--- src/rtl/fetch_queue_if.sv ---
// rtl/fetch_queue_if.sv - fetch queue handshake bundle (PC in, imem request/response, decode out)
interface fetch_queue_if #(
  parameter int PC_WIDTH    = 32,
  parameter int INSTR_WIDTH = 32
);
  logic                   pc_valid;
  logic                   pc_ready;
  logic [PC_WIDTH-1:0]    pc_in;
  logic                   flush;
  logic                   imem_req;
  logic [PC_WIDTH-1:0]    imem_addr;
  logic                   imem_gnt;
  logic                   imem_rvalid;
  logic [INSTR_WIDTH-1:0] imem_rdata;
  logic                   out_valid;
  logic                   out_ready;
  logic [PC_WIDTH-1:0]    out_pc;
  logic [INSTR_WIDTH-1:0] out_instr;
  logic                   out_err;

  // Environment side: PC generator, branch resolution, instruction memory and decode
  modport master (
    output pc_valid, pc_in, flush, imem_gnt, imem_rvalid, imem_rdata, out_ready,
    input  pc_ready, imem_req, imem_addr, out_valid, out_pc, out_instr, out_err
  );

  // Fetch queue side
  modport slave (
    input  pc_valid, pc_in, flush, imem_gnt, imem_rvalid, imem_rdata, out_ready,
    output pc_ready, imem_req, imem_addr, out_valid, out_pc, out_instr, out_err
  );
endinterface

--- src/rtl/fetch_queue.sv ---
// rtl/fetch_queue.sv - in-order instruction fetch queue; optional FETCH_MISALIGN_CHECK_EN
module fetch_queue #(
  parameter int PC_WIDTH    = 32,
  parameter int INSTR_WIDTH = 32,
  parameter int DEPTH       = 4
) (
  input  logic         clk,
  input  logic         rst,
  fetch_queue_if.slave bus
);
  localparam int PW = (DEPTH > 1) ? $clog2(DEPTH) : 1;
  localparam int CW = PW + 1;

  // Per-slot storage
  logic [PC_WIDTH-1:0]    slot_pc_q    [DEPTH];
  logic [PC_WIDTH-1:0]    slot_pc_d    [DEPTH];
  logic [INSTR_WIDTH-1:0] slot_instr_q [DEPTH];
  logic [INSTR_WIDTH-1:0] slot_instr_d [DEPTH];
  logic [DEPTH-1:0]       slot_filled_q;
  logic [DEPTH-1:0]       slot_filled_d;
`ifdef FETCH_MISALIGN_CHECK_EN
  localparam logic [INSTR_WIDTH-1:0] NOP_INSTR = INSTR_WIDTH'(32'h0000_0013);
  logic [DEPTH-1:0]       slot_err_q;
  logic [DEPTH-1:0]       slot_err_d;
  logic [PW-1:0]          scan_idx;
  logic [PW-1:0]          scan_off;
  logic                   scan_hit;
`endif

  // Pointers and counters; pend tracks every granted read not yet answered,
  // including the ones already marked for discard
  logic [PW-1:0] head_q, head_d;
  logic [PW-1:0] fill_q, fill_d;
  logic [PW-1:0] alloc_q, alloc_d;
  logic [CW-1:0] count_q, count_d;
  logic [CW-1:0] discard_q, discard_d;
  logic [CW-1:0] pend_q, pend_d;

  logic          misaligned;
  logic          space;
  logic          accept;
  logic          issue;
  logic          pop;
  logic [PW-1:0] fill_idx;

`ifdef FETCH_MISALIGN_CHECK_EN
  assign misaligned = (bus.pc_in[1:0] != 2'b00);
`else
  assign misaligned = 1'b0;
`endif

  assign space = ({1'b0, count_q} + {1'b0, discard_q}) < (CW+1)'(DEPTH);

  // Request never looks at pc_ready, so memory can grant combinationally
  assign bus.imem_req  = bus.pc_valid & space & ~bus.flush & ~rst & ~misaligned;
  assign bus.imem_addr = bus.pc_in;
  assign bus.pc_ready  = space & ~bus.flush & ~rst & (bus.imem_gnt | misaligned);

  assign accept = bus.pc_valid & bus.pc_ready;
  assign issue  = bus.imem_req & bus.imem_gnt;

  assign bus.out_valid = slot_filled_q[head_q] & ~bus.flush & ~rst;
  assign bus.out_pc    = slot_pc_q[head_q];
  assign bus.out_instr = slot_instr_q[head_q];
`ifdef FETCH_MISALIGN_CHECK_EN
  assign bus.out_err   = slot_err_q[head_q];
`else
  assign bus.out_err   = 1'b0;
`endif

  assign pop = bus.out_valid & bus.out_ready;

`ifdef FETCH_MISALIGN_CHECK_EN
  // Response target: first allocated, still-empty slot from fill, skipping pre-filled misaligned slots
  always_comb begin
    fill_idx = fill_q;
    scan_hit = 1'b0;
    scan_idx = fill_q;
    scan_off = '0;
    for (int i = 0; i < DEPTH; i++) begin
      scan_idx = fill_q + PW'(i);
      scan_off = scan_idx - head_q;
      if (!scan_hit && !slot_filled_q[scan_idx] && ({1'b0, scan_off} < count_q)) begin
        fill_idx = scan_idx;
        scan_hit = 1'b1;
      end
    end
  end
`else
  // Without the misalign path every slot waits for memory, so fill is the target
  always_comb begin
    fill_idx = fill_q;
  end
`endif

  // Next-state for slots, pointers and counters: allocate, fill and pop may coincide
  always_comb begin
    slot_pc_d     = slot_pc_q;
    slot_instr_d  = slot_instr_q;
    slot_filled_d = slot_filled_q;
`ifdef FETCH_MISALIGN_CHECK_EN
    slot_err_d    = slot_err_q;
`endif
    head_d    = head_q;
    fill_d    = fill_q;
    alloc_d   = alloc_q;
    count_d   = count_q;
    discard_d = discard_q;
    pend_d    = pend_q + CW'(issue) - CW'(bus.imem_rvalid);

    if (bus.flush) begin
      // Everything outstanding becomes a discard; a response arriving now is already consumed
      head_d        = '0;
      fill_d        = '0;
      alloc_d       = '0;
      count_d       = '0;
      slot_filled_d = '0;
      discard_d     = pend_q - CW'(bus.imem_rvalid);
    end else begin
      if (accept) begin
        slot_pc_d[alloc_q]     = bus.pc_in;
        slot_filled_d[alloc_q] = misaligned;
`ifdef FETCH_MISALIGN_CHECK_EN
        slot_err_d[alloc_q]    = misaligned;
        if (misaligned) begin
          slot_instr_d[alloc_q] = NOP_INSTR;
        end
`endif
        alloc_d = alloc_q + PW'(1);
      end
      if (bus.imem_rvalid) begin
        if (discard_q != '0) begin
          discard_d = discard_q - CW'(1);
        end else begin
          slot_instr_d[fill_idx]  = bus.imem_rdata;
          slot_filled_d[fill_idx] = 1'b1;
          fill_d                  = fill_idx + PW'(1);
        end
      end
      if (pop) begin
        slot_filled_d[head_q] = 1'b0;
        head_d                = head_q + PW'(1);
      end
      count_d = count_q + CW'(accept) - CW'(pop);
    end
  end

  // State register with synchronous reset
  always_ff @(posedge clk) begin
    if (rst) begin
      for (int i = 0; i < DEPTH; i++) begin
        slot_pc_q[i]    <= '0;
        slot_instr_q[i] <= '0;
      end
      slot_filled_q <= '0;
`ifdef FETCH_MISALIGN_CHECK_EN
      slot_err_q    <= '0;
`endif
      head_q    <= '0;
      fill_q    <= '0;
      alloc_q   <= '0;
      count_q   <= '0;
      discard_q <= '0;
      pend_q    <= '0;
    end else begin
      slot_pc_q     <= slot_pc_d;
      slot_instr_q  <= slot_instr_d;
      slot_filled_q <= slot_filled_d;
`ifdef FETCH_MISALIGN_CHECK_EN
      slot_err_q    <= slot_err_d;
`endif
      head_q    <= head_d;
      fill_q    <= fill_d;
      alloc_q   <= alloc_d;
      count_q   <= count_d;
      discard_q <= discard_d;
      pend_q    <= pend_d;
    end
  end
endmodule

--- src/flat_wrapper.sv ---
// flat-port wrapper written by rule: the top's interface ports become plain ports
module fetch_queue_flat 
#(
  parameter int PC_WIDTH    = 32,
  parameter int INSTR_WIDTH = 32,
  parameter int DEPTH       = 4
)
  (clk, rst, bus_pc_valid, bus_pc_in, bus_flush, bus_imem_gnt, bus_imem_rvalid, bus_imem_rdata, bus_out_ready, bus_pc_ready, bus_imem_req, bus_imem_addr, bus_out_valid, bus_out_pc, bus_out_instr, bus_out_err);
  fetch_queue_if #(.PC_WIDTH(PC_WIDTH), .INSTR_WIDTH(INSTR_WIDTH)) bus_i ();
  input  logic clk;
  input  logic rst;
  input wire logic [$bits(bus_i.pc_valid)-1:0] bus_pc_valid;
  input wire logic [$bits(bus_i.pc_in)-1:0] bus_pc_in;
  input wire logic [$bits(bus_i.flush)-1:0] bus_flush;
  input wire logic [$bits(bus_i.imem_gnt)-1:0] bus_imem_gnt;
  input wire logic [$bits(bus_i.imem_rvalid)-1:0] bus_imem_rvalid;
  input wire logic [$bits(bus_i.imem_rdata)-1:0] bus_imem_rdata;
  input wire logic [$bits(bus_i.out_ready)-1:0] bus_out_ready;
  output wire logic [$bits(bus_i.pc_ready)-1:0] bus_pc_ready;
  output wire logic [$bits(bus_i.imem_req)-1:0] bus_imem_req;
  output wire logic [$bits(bus_i.imem_addr)-1:0] bus_imem_addr;
  output wire logic [$bits(bus_i.out_valid)-1:0] bus_out_valid;
  output wire logic [$bits(bus_i.out_pc)-1:0] bus_out_pc;
  output wire logic [$bits(bus_i.out_instr)-1:0] bus_out_instr;
  output wire logic [$bits(bus_i.out_err)-1:0] bus_out_err;
  assign bus_i.pc_valid = bus_pc_valid;
  assign bus_i.pc_in = bus_pc_in;
  assign bus_i.flush = bus_flush;
  assign bus_i.imem_gnt = bus_imem_gnt;
  assign bus_i.imem_rvalid = bus_imem_rvalid;
  assign bus_i.imem_rdata = bus_imem_rdata;
  assign bus_i.out_ready = bus_out_ready;
  assign bus_pc_ready = bus_i.pc_ready;
  assign bus_imem_req = bus_i.imem_req;
  assign bus_imem_addr = bus_i.imem_addr;
  assign bus_out_valid = bus_i.out_valid;
  assign bus_out_pc = bus_i.out_pc;
  assign bus_out_instr = bus_i.out_instr;
  assign bus_out_err = bus_i.out_err;
  fetch_queue #(.PC_WIDTH(PC_WIDTH), .INSTR_WIDTH(INSTR_WIDTH), .DEPTH(DEPTH)) u_core (.clk(clk), .rst(rst), .bus(bus_i));
endmodule
--- config.mk ---
export PLATFORM = sky130hd
export DESIGN_NAME = fetch_queue_flat
export DESIGN_NICKNAME = d
export VERILOG_FILES = /design/src/rtl/fetch_queue_if.sv /design/src/rtl/fetch_queue.sv /design/src/flat_wrapper.sv
export SDC_FILE = /design/constraint.sdc
export NUM_CORES = 1
export LEC_CHECK = 0
export BUFFER_PORTS_ARGS = -buffer_cell sky130_fd_sc_hd__buf_2
export CAP_MARGIN = 20
export CORE_MARGIN = 4
export CORE_UTILIZATION = 50
export CTS_BUF_LIST = sky130_fd_sc_hd__clkbuf_16
export DETAILED_ROUTE_END_ITERATION = 6
export MAX_ROUTING_LAYER = met4
export PLACE_DENSITY = 0.71
export SKIP_CTS_REPAIR_TIMING = 1
export SLEW_MARGIN = 0
export SYNTH_ARGS = -nofsm -noshare
export SYNTH_HDL_FRONTEND = slang
export SYNTH_SLANG_ARGS = --single-unit
export TNS_END_PERCENT = 30
--- constraint.sdc ---
create_clock -name clk -period 2.8 [get_ports clk]
set_input_delay 0.14 -clock clk [delete_from_list [all_inputs] [get_ports clk]]
set_output_delay 0.14 -clock clk [all_outputs]
set_load 0.02 [all_outputs]
Word level (Yosys, flattened, before mapping). Cells that the tools add are included.

Input port bits: 71. Logic and storage cells: 101. Output and inout port bits: 100. Register bits after elaboration: 275.

Add/sub/neg operators: 10. Bitwise gates (word level): 22. Reductions and logical operators: 13. Muxes and demuxes: 29. Magnitude comparators: 12.

Operators with widths (count): bitwise mux 128 bit (2); 2-to-1 mux 32 bit (6); binary-select mux 32 bit (select 2 bit) (2); demux 32 bit (select 2 bit) (2); 2-to-1 mux 4 bit (6); AND 1 bit (11); >= comparator 3 bit, second input constant (3); < comparator 2 x 3 -> 1 bit, second input constant (3); 2-to-1 mux 3 bit (3); NOT 2 -> 3 bit (3); subtractor 3 x 1 -> 3 bit (3); AND 4 bit (2); NOT 4 bit (2); adder 2 x 1 -> 2 bit, second input constant (3); adder 3 x 1 -> 3 bit (2); demux 1 bit (select 2 bit) (3); >= comparator 2 x 1 -> 1 bit, second input constant (3); < comparator 3 x 1 -> 1 bit, second input constant (2); AND reduction 2 bit (3); logical AND 1 bit (5); adder 3 x 3 -> 4 bit (1); < comparator 4 x 3 -> 1 bit, second input constant (1); 2-to-1 mux 1 bit (4); OR 4 bit (1); 7 further kinds (10).

Depth between registers and ports, before layout.
Word-level depth: 14. Mapped depth: 10.

Worst setup path after synthesis. OpenSTA, ideal clock, no wires.

Path kind: reg-to-reg. From: register u_core.head_q[0]. To: register u_core.count_q[2]. Arrival time: 2324 ps. Setup slack: 344 ps. Setup time: 132 ps. Cell stages (with the launch flop): 11. Path buffers: 1. Data required time: 2668 ps. Clock period less this slack: 2456 ps. Cell sequence: dfxtp_1 -> buf_6 -> mux4_2 -> and3_1 -> ha_1 -> inv_1 -> ha_1 -> fa_1 -> xnor2_1 -> xnor2_1 -> nor2_1.

Cells in the longest elaborated chain, start to end: 6.

Ends and longest elaborated chain: start, declared (line fetch_queue.sv:32) `logic [PW-1:0] head_q, head_d;`; start signal, assigned (line fetch_queue.sv:159) `head_q <= '0;`; start signal, assigned (line fetch_queue.sv:172) `head_q <= head_d;`; binary-select mux 1 bit (select 2 bit) (line fetch_queue.sv:62) `assign bus.out_valid = slot_filled_q[head_q] & ~bus.flush & ~rst;`; 2-to-1 mux 1 bit (implied by the code) (line fetch_queue.sv:62); AND 1 bit (2 in series) (line fetch_queue.sv:62); AND 1 bit (line fetch_queue.sv:71) `assign pop = bus.out_valid & bus.out_ready;`; named net u_core.pop (line fetch_queue.sv:43) `logic pop;`; subtractor 3 x 1 -> 3 bit (line fetch_queue.sv:144) `count_d = count_q + CW'(accept) - CW'(pop);`; end signal, assigned (line fetch_queue.sv:175) `count_q <= count_d;`; end, declared (line fetch_queue.sv:35) `logic [CW-1:0] count_q, count_d;`.

The timed path passes the listed nets, and every way through them passes these cells. The select of a mux whose other input is x is not followed. A chain may end at the register's enable or synchronous reset.

Final worst setup path.
From: register u_core.discard_q[2]. To: output port bus_pc_ready.

Cells in the longest elaborated chain, start to end: 5.

Ends and longest elaborated chain: start, declared (line fetch_queue.sv:36) `logic [CW-1:0] discard_q, discard_d;`; start signal, assigned (line fetch_queue.sv:176) `discard_q <= discard_d;`; adder 3 x 3 -> 4 bit (line fetch_queue.sv:52) `assign space = ({1'b0, count_q} + {1'b0, discard_q}) < (CW+1)'(DEPTH);`; < comparator 4 x 3 -> 1 bit (line fetch_queue.sv:52); AND 1 bit (3 in series) (line fetch_queue.sv:57) `assign bus.pc_ready = space & ~bus.flush & ~rst & (bus.imem_gnt | misaligned);`; end, declared (line flat_wrapper.sv:19) `output wire logic [$bits(bus_i.pc_ready)-1:0] bus_pc_ready;`.

No other way between the ends.

==> metrics.txt <==
status finished, violations left; failing checks negative hold slack; post-placement cell count 1,764; crit share post-route 0.916; Initial DRT Pass Iterations 5; Critical Path AT 2.43 ns; Syn Area/Cell 9.02 um2; Final Net Count 1,628; Period minus WS final 2.57 ns; initial antenna violation count 0; fmax 390 MHz; Synth async-reset ratio 0; floorplan row count 58; Seq/Total Area, Yosys 0.427; GP Congestion 0.793; I/O pin cnt 171; pwr dens 571 nW/um2; met3 wire length 2.75 mm; Setup WS pre-CTS 0.306 ns; slowest stage delay, CP 0.35 ns; Avg WL per Cell 19.2 um; Ant. Diodes 0; vias per std cell 6.10; Setup Skew 0.00892 ns; maxcap violations 0; core area 25,300 um2; port bufs 169; endpoints failing hold 1; drt drc 0; Worst Max-Slew Pin Slew 0.955 ns; clock transition at the registers of the reported paths 0.06 ns; Hold Path Origin bus_out_ready; Worst EP required 2.66 ns; Max transition margin 0.363; VDD IR max 555 uV; RSZ-0062 raised after global routing no; vias in the first global route 10.7k; Hold Path End u_core.head_q[1]; die width 169 um; hold slack final -0.0495 ns; area grow syn2layout 17.0%; Fillers 2,137; hold depth 4; max-slew violations 0; FF-to-FF End u_core.count_q[2]; Setup crit start kind flip-flop; Netlist Area Pre-Place 12,900 um2; hpwl dp 19.7 mm; final std cells w/o fill 1,886; clock latency on the worst-skew pair 0.55 ns; crit-path cells ha_1 > nor3_2 > nand4_4 > clkinv_2 > buf_12 > buf_2; synth warn 0; unique cell type count in the Yosys netlist 39; Clock Tree Root clkbuf_16; instance count of the mapped netlist 1,428; worst hold path class input pin to flip-flop; grt total ovfl 0; number of flops mapped to enable cells by yosys 0; Synth Flop Type dfxtp_1; CP endpoint kind output pin; initial core utilization 0.510; largest net degree at the start of global routing 104; Tot Pwr 8.61 mW; Initial DRC Count 1,504; Inserted Clock Buffers 30; Total GRT Usage 0.246; worst-path fanout max 93; Worst Slack Setup Final 0.234 ns; Worst Reg-to-Reg Cells 9; M1 WL 15.7 mm; H-Tree Depth 1; P_leak 5.21 nW; WL final 36.3 mm; # clock sinks 275; Slowest cell on crit path buf_12; # setup viols final 0; first-pass GRT wire length 56.9 mm; setup_tns 0 ns; synthesized flop and latch total 275; R2R setup slack 0.30 ns; DR top layer met4; syn_nets 1,523; met2 WL 17.1 mm; post-route ant nets 0; via count 11.5k; kind of critical path flip-flop to output pin; clk buf depth 3; fraction of layout cells with a size suffix above 1 0.203; Die Span Y 169 um; CTS tree yes; Crit Reg-Reg Startpoint u_core.head_q[0]; die area 28,400 um2
## kinds of logic (layout without fill, tap and decap cells)
family | after synthesis | in the layout | synth area share
simple gates | 430 | 430 | 0.158
compound gates | 404 | 404 | 0.187
flops | 275 | 275 | 0.427
buf+inv | 218 | 346 | 0.0823
mux | 67 | 67 | 0.115
fa+ha+maj | 24 | 24 | 0.0245
xor+xnor | 9 | 9 | 0.00612
other cells | 1 | 1 | 0.000291
## worst max path at each step
| stage | end | slack (ns) | from |
|---|---|---|---|
| 4_1_cts | bus_pc_ready | 0.22 | u_core.discard_q[2] |
| 3_5_place_dp | u_core.count_q[2] | 0.31 | u_core.head_q[0] |
| 3_3_place_gp | u_core.count_q[2] | 0.38 | u_core.head_q[0] |
| 5_1_grt | bus_pc_ready | 0.04 | u_core.discard_q[2] |
| 2_1_floorplan | u_core.count_q[2] | 0.34 | u_core.head_q[0] |
| 6_report | bus_pc_ready | 0.23 | u_core.discard_q[2] |
## report_power, final
part | switching [mW] | internal (mW)
clock | 1.56 | 2.16
sequential | 0.0391 | 3.98
combinational | 0.562 | 0.307
## layout by cell type, fill, tap and decap left out, types with 22 or more instances in the layout
cell type	count
ha_1	22
buf_4	28
mux4_2	65
nand4_1	128
nand2_1	265
o31ai_1	132
inv_1	32
buf_2	167
clkbuf_16	31
dfxtp_1	273
a21oi_1	263
dlygate4sd3_1	67
## critical path, delay by kind of cell (launching register included)
family                     cells  cell delay, ns
buffers and inverters          3            0.71
and+or+nand+nor                2            0.50
DFF                            1            0.34
adders and majority gates      1            0.31
## per-stage QoR
| stage | utilization | area, um2 |
|---|---|---|
| floorplan | - | 12900 |
| global placement | 0.534 | 13500 |
| detailed placement | 0.534 | 13500 |
| CTS | 0.570 | 14400 |
| global route | 0.597 | 15100 |
| finish | 0.597 | 15100 |
## cell type report
type	count	area (um2)	area share
inverters	24	93.8	0.00622
repair buffers	267	1810	0.120
multi-input cells	935	6320	0.419
well taps	330	413	0.0274
clock inverters	24	151	0.0100
flip-flops and latches	275	5510	0.366
clock buffers	31	776	0.0515
## routing by layer
| layer | vias to the layer above | track usage |
|---|---|---|
| li1 | 5377 | - |
| met1 | 5578 | 0.342 |
| met3 | 61 | 0.0409 |
| met2 | 491 | 0.377 |
| met5 | - | - |
| met4 | 0 | 0.0660 |
## registers in the layout, summed over array words and instances (netlist names)
name / count
u_core.discard_q: 3
u_core.pend_q: 3
u_core.slot_filled_q: 4
u_core.count_q: 3
u_core.head_q: 2
u_core.alloc_q: 2
u_core.fill_idx: 2
u_core.slot_pc_q: 128
u_core.slot_instr_q: 128
## synth_stat cells (2+ instances only)
library cell,n,area [um2]
inv_2,2,7.51
and4_1,2,17.5
and3_1,2,12.5
o31ai_1,132,991
and2_1,9,56.3
nor2_1,11,41.3
nand3_1,4,20.0
clkbuf_1,101,379
mux4_2,65,1460
buf_2,38,190
nand4_1,128,801
xnor2_1,8,70.1
a21oi_1,263,1320
fa_1,2,40.0
ha_1,22,275
buf_6,2,22.5
buf_1,5,18.8
o21a_1,2,15.0
inv_1,22,82.6
buf_4,48,360
nand2_1,265,995
a221oi_2,4,60.1
dfxtp_1,275,5510
Power figures use the tool's default switching activity.
